===== src/rtl/ifu_pkg.sv =====
// Shared constants and types for the prefetching instruction-fetch unit.
package ifu_pkg;

    localparam logic [31:0] CODE_SEG_PC = 32'h0000_3000;

    localparam logic [1:0] NPC_SEL_PC_ADD_4 = 2'b00;
    localparam logic [1:0] NPC_SEL_REG_JMP  = 2'b01;
    localparam logic [1:0] NPC_SEL_J_JMP    = 2'b10;
    localparam logic [1:0] NPC_SEL_BEQ_JMP  = 2'b11;

    typedef enum logic [1:0] {
        IDLE = 2'd0,
        WAIT = 2'd1,
        DROP = 2'd2
    } ifu_state_e;

endpackage


===== src/rtl/ifu_prefetch_if.sv =====
// Bus bundle between the prefetch unit, instruction memory, decode and the redirect source.
interface ifu_prefetch_if #(
    parameter int AW     = 32,
    parameter int QDEPTH = 4
);
    // imem: every cycle with imem_req=1 is an accepted request; imem_rvalid returns data in order.
    // decode: the head transfers on any cycle where inst_valid & inst_ready; inst/inst_pc are
    // stable while inst_valid=1 and inst_ready=0, and read as zero when inst_valid=0.
    logic          imem_req;
    logic [AW-1:0] imem_addr;
    logic          imem_rvalid;
    logic [31:0]   imem_rdata;

    logic          inst_valid;
    logic          inst_ready;
    logic [31:0]   inst;
    logic [AW-1:0] inst_pc;

    logic          redir_valid;
    logic [1:0]    NPCSel;
    logic [AW-1:0] redir_pc;
    logic [AW-1:0] regPC;
    logic [25:0]   redir_imm;

    ifu_pkg::ifu_state_e         state;
    logic [$clog2(QDEPTH):0]     count;

    modport master (
        output imem_req, imem_addr, inst_valid, inst, inst_pc, state, count,
        input  imem_rvalid, imem_rdata, inst_ready, redir_valid, NPCSel, redir_pc, regPC, redir_imm
    );

    modport slave (
        input  imem_req, imem_addr, inst_valid, inst, inst_pc, state, count,
        output imem_rvalid, imem_rdata, inst_ready, redir_valid, NPCSel, redir_pc, regPC, redir_imm
    );

endinterface


===== src/rtl/ifu_fifo.sv =====
// Synchronous FIFO with flush; the head word is presented combinationally from storage.
module ifu_fifo #(
    parameter int W     = 64,
    parameter int DEPTH = 4
) (
    input  logic                     clk,
    input  logic                     reset,
    input  logic                     push,
    input  logic                     pop,
    input  logic                     flush,
    input  logic [W-1:0]             din,
    output logic [W-1:0]             dout,
    output logic                     valid,
    output logic [$clog2(DEPTH):0]   count
);
    localparam int PW = $clog2(DEPTH);
    localparam int CW = PW + 1;

    logic [W-1:0]  mem [DEPTH];
    logic [PW-1:0] rd_ptr;
    logic [PW-1:0] wr_ptr;

    always_ff @(posedge clk) begin
        if (push && !flush && !reset) begin
            mem[wr_ptr] <= din;
        end
    end

    always_ff @(posedge clk) begin
        if (reset || flush) begin
            rd_ptr <= '0;
            wr_ptr <= '0;
            count  <= '0;
        end else begin
            if (push) begin
                wr_ptr <= wr_ptr + PW'(1);
            end
            if (pop) begin
                rd_ptr <= rd_ptr + PW'(1);
            end
            count <= count + CW'(push) - CW'(pop);
        end
    end

    assign dout  = mem[rd_ptr];
    assign valid = (count != '0);

endmodule


===== src/rtl/ifu_prefetch.sv =====
// Instruction prefetcher: owns the PC, keeps one imem read in flight, queues fetched words
// for decode and retargets the fetch stream on redirects.
module ifu_prefetch
    import ifu_pkg::*;
#(
    parameter int            AW       = 32,
    parameter logic [AW-1:0] RESET_PC = CODE_SEG_PC,
    parameter int            QDEPTH   = 4
) (
    input  logic           clk,
    input  logic           reset,
    ifu_prefetch_if.master bus
);
    localparam int CW = $clog2(QDEPTH) + 1;

    ifu_state_e    state, state_nx;
    logic [AW-1:0] fetch_pc, fetch_pc_nx;
    logic [AW-1:0] req_addr, req_addr_nx;
    logic [AW-1:0] p4, target;
    logic          issue, push, pop, fifo_valid;
    logic [CW-1:0] count;
    logic [AW+31:0] head;

    always_comb begin
        p4     = bus.redir_pc + AW'(4);
        target = p4;
        case (bus.NPCSel)
            NPC_SEL_PC_ADD_4: target = p4;
            NPC_SEL_REG_JMP:  target = {bus.regPC[AW-1:2], 2'b00};
            NPC_SEL_J_JMP:    target = {p4[AW-1:28], bus.redir_imm, 2'b00};
            NPC_SEL_BEQ_JMP:  target = p4 + {{(AW-18){bus.redir_imm[15]}}, bus.redir_imm[15:0], 2'b00};
            default:          target = p4;
        endcase
    end

    // Only IDLE can issue and nothing is outstanding there, so the space check reduces to count.
    always_comb begin
        state_nx    = state;
        fetch_pc_nx = fetch_pc;
        req_addr_nx = req_addr;
        issue       = 1'b0;
        push        = 1'b0;
        case (state)
            IDLE: begin
                if (!bus.redir_valid && (count < CW'(QDEPTH))) begin
                    issue       = 1'b1;
                    req_addr_nx = fetch_pc;
                    fetch_pc_nx = fetch_pc + AW'(4);
                    state_nx    = WAIT;
                end
            end
            WAIT: begin
                if (bus.imem_rvalid) begin
                    push     = !bus.redir_valid;
                    state_nx = IDLE;
                end else if (bus.redir_valid) begin
                    state_nx = DROP;
                end
            end
            DROP: begin
                if (bus.imem_rvalid) begin
                    state_nx = IDLE;
                end
            end
            default: state_nx = IDLE;
        endcase
        if (bus.redir_valid) begin
            fetch_pc_nx = target;
        end
    end

    always_ff @(posedge clk) begin
        if (reset) begin
            state    <= IDLE;
            fetch_pc <= RESET_PC;
            req_addr <= '0;
        end else begin
            state    <= state_nx;
            fetch_pc <= fetch_pc_nx;
            req_addr <= req_addr_nx;
        end
    end

    assign pop = fifo_valid && bus.inst_ready;

    ifu_fifo #(
        .W     (AW + 32),
        .DEPTH (QDEPTH)
    ) u_fifo (
        .clk   (clk),
        .reset (reset),
        .push  (push),
        .pop   (pop),
        .flush (bus.redir_valid),
        .din   ({req_addr, bus.imem_rdata}),
        .dout  (head),
        .valid (fifo_valid),
        .count (count)
    );

    assign bus.imem_req   = issue && !reset;
    assign bus.imem_addr  = fetch_pc;
    assign bus.inst_valid = fifo_valid;
    assign bus.inst       = fifo_valid ? head[31:0] : 32'd0;
    assign bus.inst_pc    = fifo_valid ? head[AW+31:32] : '0;
    assign bus.state      = state;
    assign bus.count      = count;

endmodule

===== src/flat_wrapper.sv =====
// flat-port wrapper written by rule: the top's interface ports become plain ports
module ifu_prefetch_flat import ifu_pkg::*;
#(
    parameter int            AW       = 32,
    parameter logic [AW-1:0] RESET_PC = CODE_SEG_PC,
    parameter int            QDEPTH   = 4
)
  (clk, reset, bus_imem_req, bus_imem_addr, bus_inst_valid, bus_inst, bus_inst_pc, bus_state, bus_count, bus_imem_rvalid, bus_imem_rdata, bus_inst_ready, bus_redir_valid, bus_NPCSel, bus_redir_pc, bus_regPC, bus_redir_imm);
  ifu_prefetch_if #(.AW(AW), .QDEPTH(QDEPTH)) bus_i ();
  input  logic clk;
  input  logic reset;
  output wire logic [$bits(bus_i.imem_req)-1:0] bus_imem_req;
  output wire logic [$bits(bus_i.imem_addr)-1:0] bus_imem_addr;
  output wire logic [$bits(bus_i.inst_valid)-1:0] bus_inst_valid;
  output wire logic [$bits(bus_i.inst)-1:0] bus_inst;
  output wire logic [$bits(bus_i.inst_pc)-1:0] bus_inst_pc;
  output wire logic [$bits(bus_i.state)-1:0] bus_state;
  output wire logic [$bits(bus_i.count)-1:0] bus_count;
  input wire logic [$bits(bus_i.imem_rvalid)-1:0] bus_imem_rvalid;
  input wire logic [$bits(bus_i.imem_rdata)-1:0] bus_imem_rdata;
  input wire logic [$bits(bus_i.inst_ready)-1:0] bus_inst_ready;
  input wire logic [$bits(bus_i.redir_valid)-1:0] bus_redir_valid;
  input wire logic [$bits(bus_i.NPCSel)-1:0] bus_NPCSel;
  input wire logic [$bits(bus_i.redir_pc)-1:0] bus_redir_pc;
  input wire logic [$bits(bus_i.regPC)-1:0] bus_regPC;
  input wire logic [$bits(bus_i.redir_imm)-1:0] bus_redir_imm;
  assign bus_imem_req = bus_i.imem_req;
  assign bus_imem_addr = bus_i.imem_addr;
  assign bus_inst_valid = bus_i.inst_valid;
  assign bus_inst = bus_i.inst;
  assign bus_inst_pc = bus_i.inst_pc;
  assign bus_state = bus_i.state;
  assign bus_count = bus_i.count;
  assign bus_i.imem_rvalid = bus_imem_rvalid;
  assign bus_i.imem_rdata = bus_imem_rdata;
  assign bus_i.inst_ready = bus_inst_ready;
  assign bus_i.redir_valid = bus_redir_valid;
  assign bus_i.NPCSel = bus_NPCSel;
  assign bus_i.redir_pc = bus_redir_pc;
  assign bus_i.regPC = bus_regPC;
  assign bus_i.redir_imm = bus_redir_imm;
  ifu_prefetch #(.AW(AW), .RESET_PC(RESET_PC), .QDEPTH(QDEPTH)) u_core (.clk(clk), .reset(reset), .bus(bus_i));
endmodule

===== config.mk =====
export PLATFORM = sky130hd
export DESIGN_NAME = ifu_prefetch_flat
export DESIGN_NICKNAME = d
export VERILOG_FILES = /design/src/rtl/ifu_pkg.sv /design/src/rtl/ifu_prefetch_if.sv /design/src/rtl/ifu_fifo.sv /design/src/rtl/ifu_prefetch.sv /design/src/flat_wrapper.sv
export SDC_FILE = /design/constraint.sdc
export NUM_CORES = 1
export LEC_CHECK = 0
export ABC_CLOCK_PERIOD_IN_PS = 6300
export BUFFER_PORTS_ARGS = -buffer_cell sky130_fd_sc_hd__buf_2
export CAP_MARGIN = 20
export CORE_ASPECT_RATIO = 1.4
export CORE_UTILIZATION = 50
export CTS_BUF_LIST = sky130_fd_sc_hd__clkbuf_8
export DETAILED_ROUTE_END_ITERATION = 7
export PLACE_DENSITY_LB_ADDON = 0.08
export SYNTH_ARGS = -nofsm -noshare
export SYNTH_HDL_FRONTEND = slang
export SYNTH_SLANG_ARGS = --single-unit

===== constraint.sdc =====
create_clock -name clk -period 6.3 [get_ports clk]
set_input_delay 1.26 -clock clk [delete_from_list [all_inputs] [get_ports clk]]
set_output_delay 1.26 -clock clk [all_outputs]
set_load 0.01 [all_outputs]

==> impl_metrics.py, run 1 <==
metrics = {
    "routing": {
        "drt_first_pass_iters": 8,
        "vias": 10290,
        "route.antenna.remaining_nets": 0,
        "drt_iter0_markers": 512,
        "avgViaCountPerCell": 5.65,
        "totalWireLength_mm": 35.8,
        "drc": 28,
        "post_drt_wl_per_cell_um": 19.7,
    },
    "placement": {
        "finalWeightedCongestion": 0.860,
        "dpl.hpwl_mm": 24.0,
        "placement.io_buffers": 229,
        "preCtsSetupSlack_ns": 0.897,
    },
    "worst_setup_path": {
        "path_max_fanout": 9,
        "r2r_slack_ns": 3.47,
        "rr_worst_depth": 9,
        "required_ns": 6.77,
        "crit_buf_inv": 1,
        "worstPathCellList": "buf_2 -> and4_1 -> and2b_1 -> nand2_1 -> nor2_1 -> nand3_1 -> xnor2_1 -> ha_1 -> nand4_1 -> a2111oi_0 -> nor2_1 -> xor2_1 -> a211oi_1 -> nor2_1 -> nor4_1",
        "worstSetupPathType": "primary input to flip-flop",
        "end_kind": "flip-flop",
        "cp_common_cell": "nor2_1",
        "startpoint_type": "primary input",
        "max_stage_delay_ns": 0.80,
        "cp_data_arrival_time_ns": 5.40,
        "r2r-end": "u_core.bus.imem_addr[30]",
        "crit_family": "simple AND/OR/NAND/NOR gates",
        "cp_slowest_cell": "a2111oi_0",
        "reg2reg_from": "u_core.bus.imem_addr[4]",
    },
    "clocking": {
        "post_cts_buffers": 0,
        "ctsHoldBuffers": 0,
        "cts_resized": 0,
        "cts_buffers": 47,
        "clock_sinks": 331,
        "clockBufferDepth": 3,
        "path_clk_slew_ns": 0.06,
        "clkLatencyLatePin_ns": 0.56,
        "cts_root_buf": "clkbuf_8",
        "cts_tree": "yes",
        "htreeDepth": 2,
    },
    "timing": {
        "slew_headroom_pct": 30.5,
        "hold_viol": 0,
        "period_needed_ns": 4.94,
        "finalSetupViolations": 0,
        "drv_slew": 0,
        "finalSetupTns_ns": 0,
        "rsz0062_at_grt": "no",
        "holdWs_ns": 0.494,
        "timing.fmax_mhz": 202,
        "layout_worst_path_cycle_share_pct": 78.4,
        "skew_ns": 0.0146,
        "tightest_slew_ns": 1.04,
        "layout_setup_ws_ns": 1.36,
    },
    "global_routing": {
        "grt_pass1_wl_mm": 57.2,
        "grt_pass1_vias": 10685,
        "antenna_found_initial": 0,
        "overflow": 0,
        "grt_max_degree": 67,
        "track_usage_pct": 22.9,
    },
    "floorplan": {
        "die_height_um": 212,
        "rows": 76,
        "die_x_um": 152,
        "initial_utilization_pct": 51.0,
        "ios": 232,
        "dieArea_mm2": 0.0323,
        "core_mm2": 0.0309,
    },
    "layout": {
        "fillCellCount": 2550,
        "register_area_mm2": 0.00919,
        "area_growth_pct": 15.3,
        "antenna_cells": 0,
        "finish.net_count": 1573,
        "drive_gt1_share_pct": 28.2,
        "multi_input_area_mm2": 0.00630,
    },
    "power_and_ir_drop": {
        "power_frac_comb_pct": 10.9,
        "swShare_pct": 23.8,
        "clock_power_share_pct": 35.7,
        "powerDensity_mw_per_mm2": 250,
        "p_seq_share_pct": 53.3,
        "p_int_uw": 3460,
        "peakVddDrop_mv": 0.136,
        "power.total_uw": 4550,
        "p_leak_uw": 0.00667,
        "switchingPower_uw": 1080,
    },
    "run_status": {
        "violations": "design-rule violations",
        "status": "finished with violations",
    },
    "synth": {
        "synth_edf_count": 256,
        "syn_area_mm2": 0.0158,
        "synth_ff_type": "edfxtp_1",
        "avgSynthCellArea_um2": 13.4,
        "ys_seq_area_share_pct": 58.3,
        "ys_ff_latch": 331,
        "async_flop_share_pct": 0,
        "ys_warn_count": 0,
        "synth.distinct_cells": 65,
        "synth_nets": 1346,
        "synthCells": 1173,
    },
    "hold_path": {
        "hold_class": "flip-flop to flip-flop",
        "worstHoldStart": "u_core.bus.imem_addr[27]",
        "holdPathStages": 2,
        "hold_end": "u_core.req_addr[27]",
    },
    "flow_run": {
        "drv_cap": 0,
    },
}
[sequential cells by signal (all words and copies together) (netlist names), named ones only]
| name | flops |
|---|---|
| u_core.u_fifo.mem | 256 |
| u_core.bus.imem_addr | 32 |
| u_core.req_addr | 32 |
| u_core.u_fifo.count | 3 |
| u_core.bus.state | 2 |
| u_core.u_fifo.rd_ptr | 2 |
| u_core.u_fifo.wr_ptr | 2 |
[per-layer routing]
metal / GRT usage [%] / up-vias / wire (um)
li1: - / 4901 / -
met1: 26.8 / 5054 / 14200
met2: 42.0 / 276 / 18800
met3: 4.30 / 59 / 1860
met4: 7.95 / 0 / 933
met5: 0 / - / 0
[power by group through the flow]
stage	logic, uW	clock network, uW	registers (uW)
floorplan	316	0	2460
global placement	491	0	2470
detailed placement	497	0	2470
CTS	501	1670	2420
global route	550	1760	2430
finish	498	1620	2430
[final cells by class]
type | instances | share of cell area (%)
clock buffers | 51 | 3.86
clock inverters | 29 | 1.07
inverters | 16 | 0.330
multi-input cells | 765 | 34.7
flip-flops and latches | 331 | 50.6
well taps | 390 | 2.68
repair buffers | 239 | 6.83
[synthesized netlist by cell type, drive strengths merged, types with 2 or more instances]
| master | n | area (um2) |
|---|---|---|
| ha | 42 | 526 |
| nor4 | 4 | 31.3 |
| o22ai | 4 | 25.0 |
| xor2 | 35 | 307 |
| and2 | 73 | 457 |
| a31oi | 4 | 25.0 |
| mux2 | 2 | 22.5 |
| mux2i | 6 | 60.1 |
| or3 | 4 | 25.0 |
| a311oi | 3 | 43.8 |
| o31ai | 3 | 27.5 |
| a211oi | 13 | 97.6 |
| a211o | 2 | 17.5 |
| clkbuf | 47 | 176 |
| and4 | 11 | 96.3 |
| nand2b | 8 | 50.1 |
| o32ai | 2 | 36.3 |
| a21o | 17 | 128 |
| a21boi | 2 | 15.0 |
| nand3 | 30 | 150 |
| nor3 | 16 | 80.1 |
| nand4 | 16 | 100 |
| mux4 | 84 | 1890 |
| buf | 14 | 55.1 |
| o21ai | 25 | 129 |
| inv | 16 | 60.1 |
| nor2b | 5 | 38.8 |
| o21a | 8 | 60.1 |
| and3 | 14 | 87.6 |
| a21oi | 68 | 340 |
| nor2 | 66 | 248 |
| fa | 2 | 40.0 |
| and2b | 2 | 16.3 |
| xnor2 | 45 | 394 |
| o211ai | 7 | 52.6 |
| a2111oi | 4 | 36.3 |
| edfxtp | 256 | 7690 |
| nand2 | 122 | 458 |
| dfxtp | 75 | 1500 |
[kinds of logic after synthesis]
| logic type | count (synthesis) | synth area share, % |
|---|---|---|
| compound gates | 174 | 7.45 |
| xor+xnor | 80 | 4.44 |
| fa+ha+maj | 44 | 3.59 |
| buf+inv | 77 | 1.85 |
| flops | 331 | 58.3 |
| mux | 92 | 12.5 |
| simple gates | 375 | 11.9 |
[worst max-delay path by stage]
stage | from | to | slack, ns | cells after the start
after global routing | bus_redir_pc[4] | u_core.bus.imem_addr[23] | 1.22 | 15
after CTS | bus_redir_pc[4] | u_core.bus.imem_addr[23] | 1.49 | 15
after floorplan | bus_redir_pc[5] | u_core.bus.imem_addr[29] | 1.87 | 15
after detailed placement | bus_redir_pc[4] | u_core.bus.imem_addr[23] | 0.90 | 15
after global placement | bus_redir_pc[4] | u_core.bus.imem_addr[29] | 1.01 | 16
final | bus_redir_pc[4] | u_core.bus.imem_addr[23] | 1.36 | 15
[through the flow]
step,std cells,instance area (um2),utilization [%]
global route,1821,18200,58.8
floorplan,1173,15800,-
CTS,1821,18200,58.8
detailed placement,1741,17300,55.9
global placement,1740,17300,55.8
finish,1821,18200,58.8
[worst min-delay path, delay by kind of cell, from the launching register on]
| kind | cells | cell delay, ns |
|---|---|---|
| flops | 1 | 0.34 |
| compound gates | 1 | 0.05 |
| simple gates | 1 | 0.06 |
[cell usage in the layout, fill, tap and decap left out, types with 5 or more instances in the layout]
| master | netlist | routed |
|---|---|---|
| a211oi_1 | 13 | 13 |
| a21o_1 | 17 | 17 |
| a21oi_1 | 68 | 68 |
| and2_1 | 73 | 69 |
| and3_1 | 14 | 14 |
| and4_1 | 11 | 11 |
| buf_2 | 2 | 229 |
| buf_4 | 0 | 9 |
| clkbuf_8 | 0 | 51 |
| clkinv_1 | 0 | 7 |
| clkinv_2 | 0 | 5 |
| dfxtp_1 | 75 | 73 |
| edfxtp_1 | 256 | 256 |
| ha_1 | 42 | 42 |
| inv_1 | 16 | 30 |
| mux2i_1 | 6 | 6 |
| mux4_2 | 84 | 84 |
| nand2_1 | 122 | 122 |
| nand2b_1 | 8 | 8 |
| nand3_1 | 30 | 30 |
| nand4_1 | 16 | 16 |
| nor2_1 | 66 | 65 |
| nor3_1 | 16 | 16 |
| o211ai_1 | 7 | 7 |
| o21a_1 | 8 | 8 |
| o21ai_0 | 21 | 21 |
| xnor2_1 | 45 | 45 |
| xor2_1 | 35 | 35 |
Note: power is estimated with default switching activity, not from simulation.
==> inputs of run 2 (changes only) <==
--- a/config.mk
+++ b/config.mk
@@ -5,7 +5,7 @@
 export SDC_FILE = /design/constraint.sdc
 export NUM_CORES = 1
 export LEC_CHECK = 0
-export ABC_CLOCK_PERIOD_IN_PS = 6300
+export ABC_CLOCK_PERIOD_IN_PS = 4640
 export BUFFER_PORTS_ARGS = -buffer_cell sky130_fd_sc_hd__buf_2
 export CAP_MARGIN = 20
 export CORE_ASPECT_RATIO = 1.4
==> constraint.sdc (replaced) <==
create_clock -name clk -period 4.64 [get_ports clk]
set_input_delay 0.928 -clock clk [delete_from_list [all_inputs] [get_ports clk]]
set_output_delay 0.928 -clock clk [all_outputs]
set_load 0.01 [all_outputs]
==> impl_metrics.py, run 2 (synthesis results as in run 1) <==
metrics = {
    "worst_setup_path": {
        "max_stage_delay_ns": 0.43,
        "required_ns": 5.06,
        "reg2reg_from": "u_core.bus.state[0]",
        "path_max_fanout": 5,
        "worstPathCellList": "buf_2 -> and4_1 -> and2b_1 -> and4_1 -> xor2_1 -> ha_1 -> a21oi_1 -> o21ai_0 -> o31ai_1 -> o311ai_4 -> a21oi_1 -> o21ai_1 -> a21o_1 -> a2111oi_0 -> nor4bb_1",
        "worstSetupPathType": "primary input to flip-flop",
        "startpoint": "bus_redir_pc[4]",
        "cp_slowest_cell": "a2111oi_0",
        "startpoint_type": "primary input",
        "end_kind": "flip-flop",
        "cp_data_arrival_time_ns": 4.45,
    },
    "placement": {
        "finalWeightedCongestion": 0.843,
        "dpl.hpwl_mm": 25.2,
        "placement.io_buffers": 229,
        "preCtsSetupSlack_ns": 0.0462,
    },
    "timing": {
        "finalSetupTns_ns": 0,
        "tightest_slew_ns": 0.895,
        "finalSetupViolations": 0,
        "timing.fmax_mhz": 248,
        "skew_ns": 0.0207,
        "hold_viol": 0,
        "period_needed_ns": 4.03,
        "rsz0062_at_grt": "no",
        "slew_headroom_pct": 40.3,
        "drv_slew": 0,
        "layout_setup_ws_ns": 0.614,
        "layout_worst_path_cycle_share_pct": 86.8,
    },
    "layout": {
        "final_cell_mix": "256 x edfxtp_1, 229 x buf_2, 122 x nand2_1",
        "finish.net_count": 1600,
        "postLayoutCoreUtil_pct": 59.8,
        "area_growth_pct": 17.1,
        "largest_register": "u_core.u_fifo.mem",
        "drive_gt1_share_pct": 30.0,
        "fillCellCount": 2559,
        "largest_reg_flops": 256,
        "layout_commonest_cell": "edfxtp_1",
    },
    "clocking": {
        "cts_buffers": 46,
        "cts_root_buf": "clkbuf_8",
        "clkLatencyLatePin_ns": 0.56,
        "htreeDepth": 2,
        "path_clk_slew_ns": 0.07,
        "post_cts_buffers": 0,
        "cts_tree": "yes",
        "cts_resized": 0,
        "clockBufferDepth": 3,
        "clock_sinks": 331,
        "ctsHoldBuffers": 0,
    },
    "global_routing": {
        "overflow": 0,
        "grt_pass1_vias": 10675,
        "grt_max_degree": 67,
        "grt_pass1_wl_mm": 57.1,
        "antenna_found_initial": 0,
        "track_usage_pct": 22.9,
    },
    "routing": {
        "route.antenna.remaining_nets": 0,
        "totalWireLength_mm": 36.3,
        "drc": 56,
        "drt_first_pass_iters": 7,
        "avgViaCountPerCell": 5.59,
        "drt_iter0_markers": 514,
        "vias": 10360,
        "post_drt_wl_per_cell_um": 19.6,
    },
    "run_status": {
        "status": "finished with violations",
        "violations": "design-rule violations",
    },
    "floorplan": {
        "die_height_um": 212,
        "rows": 76,
        "die_x_um": 152,
        "initial_utilization_pct": 51.0,
        "dieArea_mm2": 0.0323,
        "core_mm2": 0.0309,
        "ios": 232,
    },
    "flow_run": {
        "drv_cap": 0,
    },
    "power_and_ir_drop": {
        "powerDensity_mw_per_mm2": 336,
        "peakVddDrop_mv": 0.159,
        "p_leak_uw": 0.00682,
    },
    "hold_path": {
        "worstHoldStart": "u_core.req_addr[21]",
        "hold_class": "flip-flop to flip-flop",
    },
}
==> run 2: area by class of cell <==
class                           instances  area, um2  share of cell area, %
Multi-Input combinational cell        765       6300                   34.1
Timing Repair Buffer                  267       1510                   8.16
Tap cell                              390        488                   2.64
Clock inverter                         34        230                   1.25
Antenna cell                            1       2.50                 0.0135
Sequential cell                       331       9190                   49.8
Inverter                               16       60.1                  0.325
Clock buffer                           50        688                   3.73
==> run 2: power breakdown <==
| group | total (uW) | switching [uW] | leakage, uW | internal [uW] |
|---|---|---|---|---|
| Clock | 2230 | 1050 | 0.000516 | 1170 |
| Sequential | 3290 | 59.7 | 0.00284 | 3230 |
| Combinational | 696 | 384 | 0.00346 | 313 |
==> run 2: through the flow <==
| stage | hold WS, ns | instance area, um2 | total power (uW) | std cells |
|---|---|---|---|---|
| 6_report | 0.497 | 18500 | 6210 | 1854 |
| 5_1_grt | 0.509 | 18500 | 6480 | 1853 |
| 4_1_cts | 0.496 | 18500 | 6280 | 1853 |
| 3_5_place_dp | 0.487 | 17500 | 4050 | 1769 |
| 3_3_place_gp | 0.474 | 17500 | 4040 | 1769 |
| 2_1_floorplan | 0.460 | 15800 | 3780 | 1173 |
==> run 2: final timing paths <==
path / endpoint / slack [ns] / depth (start not counted)
worst min-delay path: u_core.req_addr[21] / 0.50 / 2
worst min register to register: u_core.req_addr[21] / 0.50 / 2
worst max-delay path: u_core.bus.imem_addr[30] / 0.61 / 15
worst max register to register: u_core.bus.imem_addr[30] / 1.80 / 8
==> run 2: metal layers <==
metal	vias to the layer above	GRT usage, %	wire [um]
met4	0	9.22	1170
met1	5041	26.1	14100
met2	303	42.8	19200
li1	4958	-	-
met3	58	3.71	1900
met5	-	0	0
==> run 2: critical path: cells and delay by family <==
kind                     cells  cell delay [ns]
AO/OA/AOI/OAI                8             2.03
XOR/XNOR                     1             0.26
adder cells (fa/ha/maj)      1             0.31
buffers and inverters        1             0.13
AND/OR/NAND/NOR              4             0.78
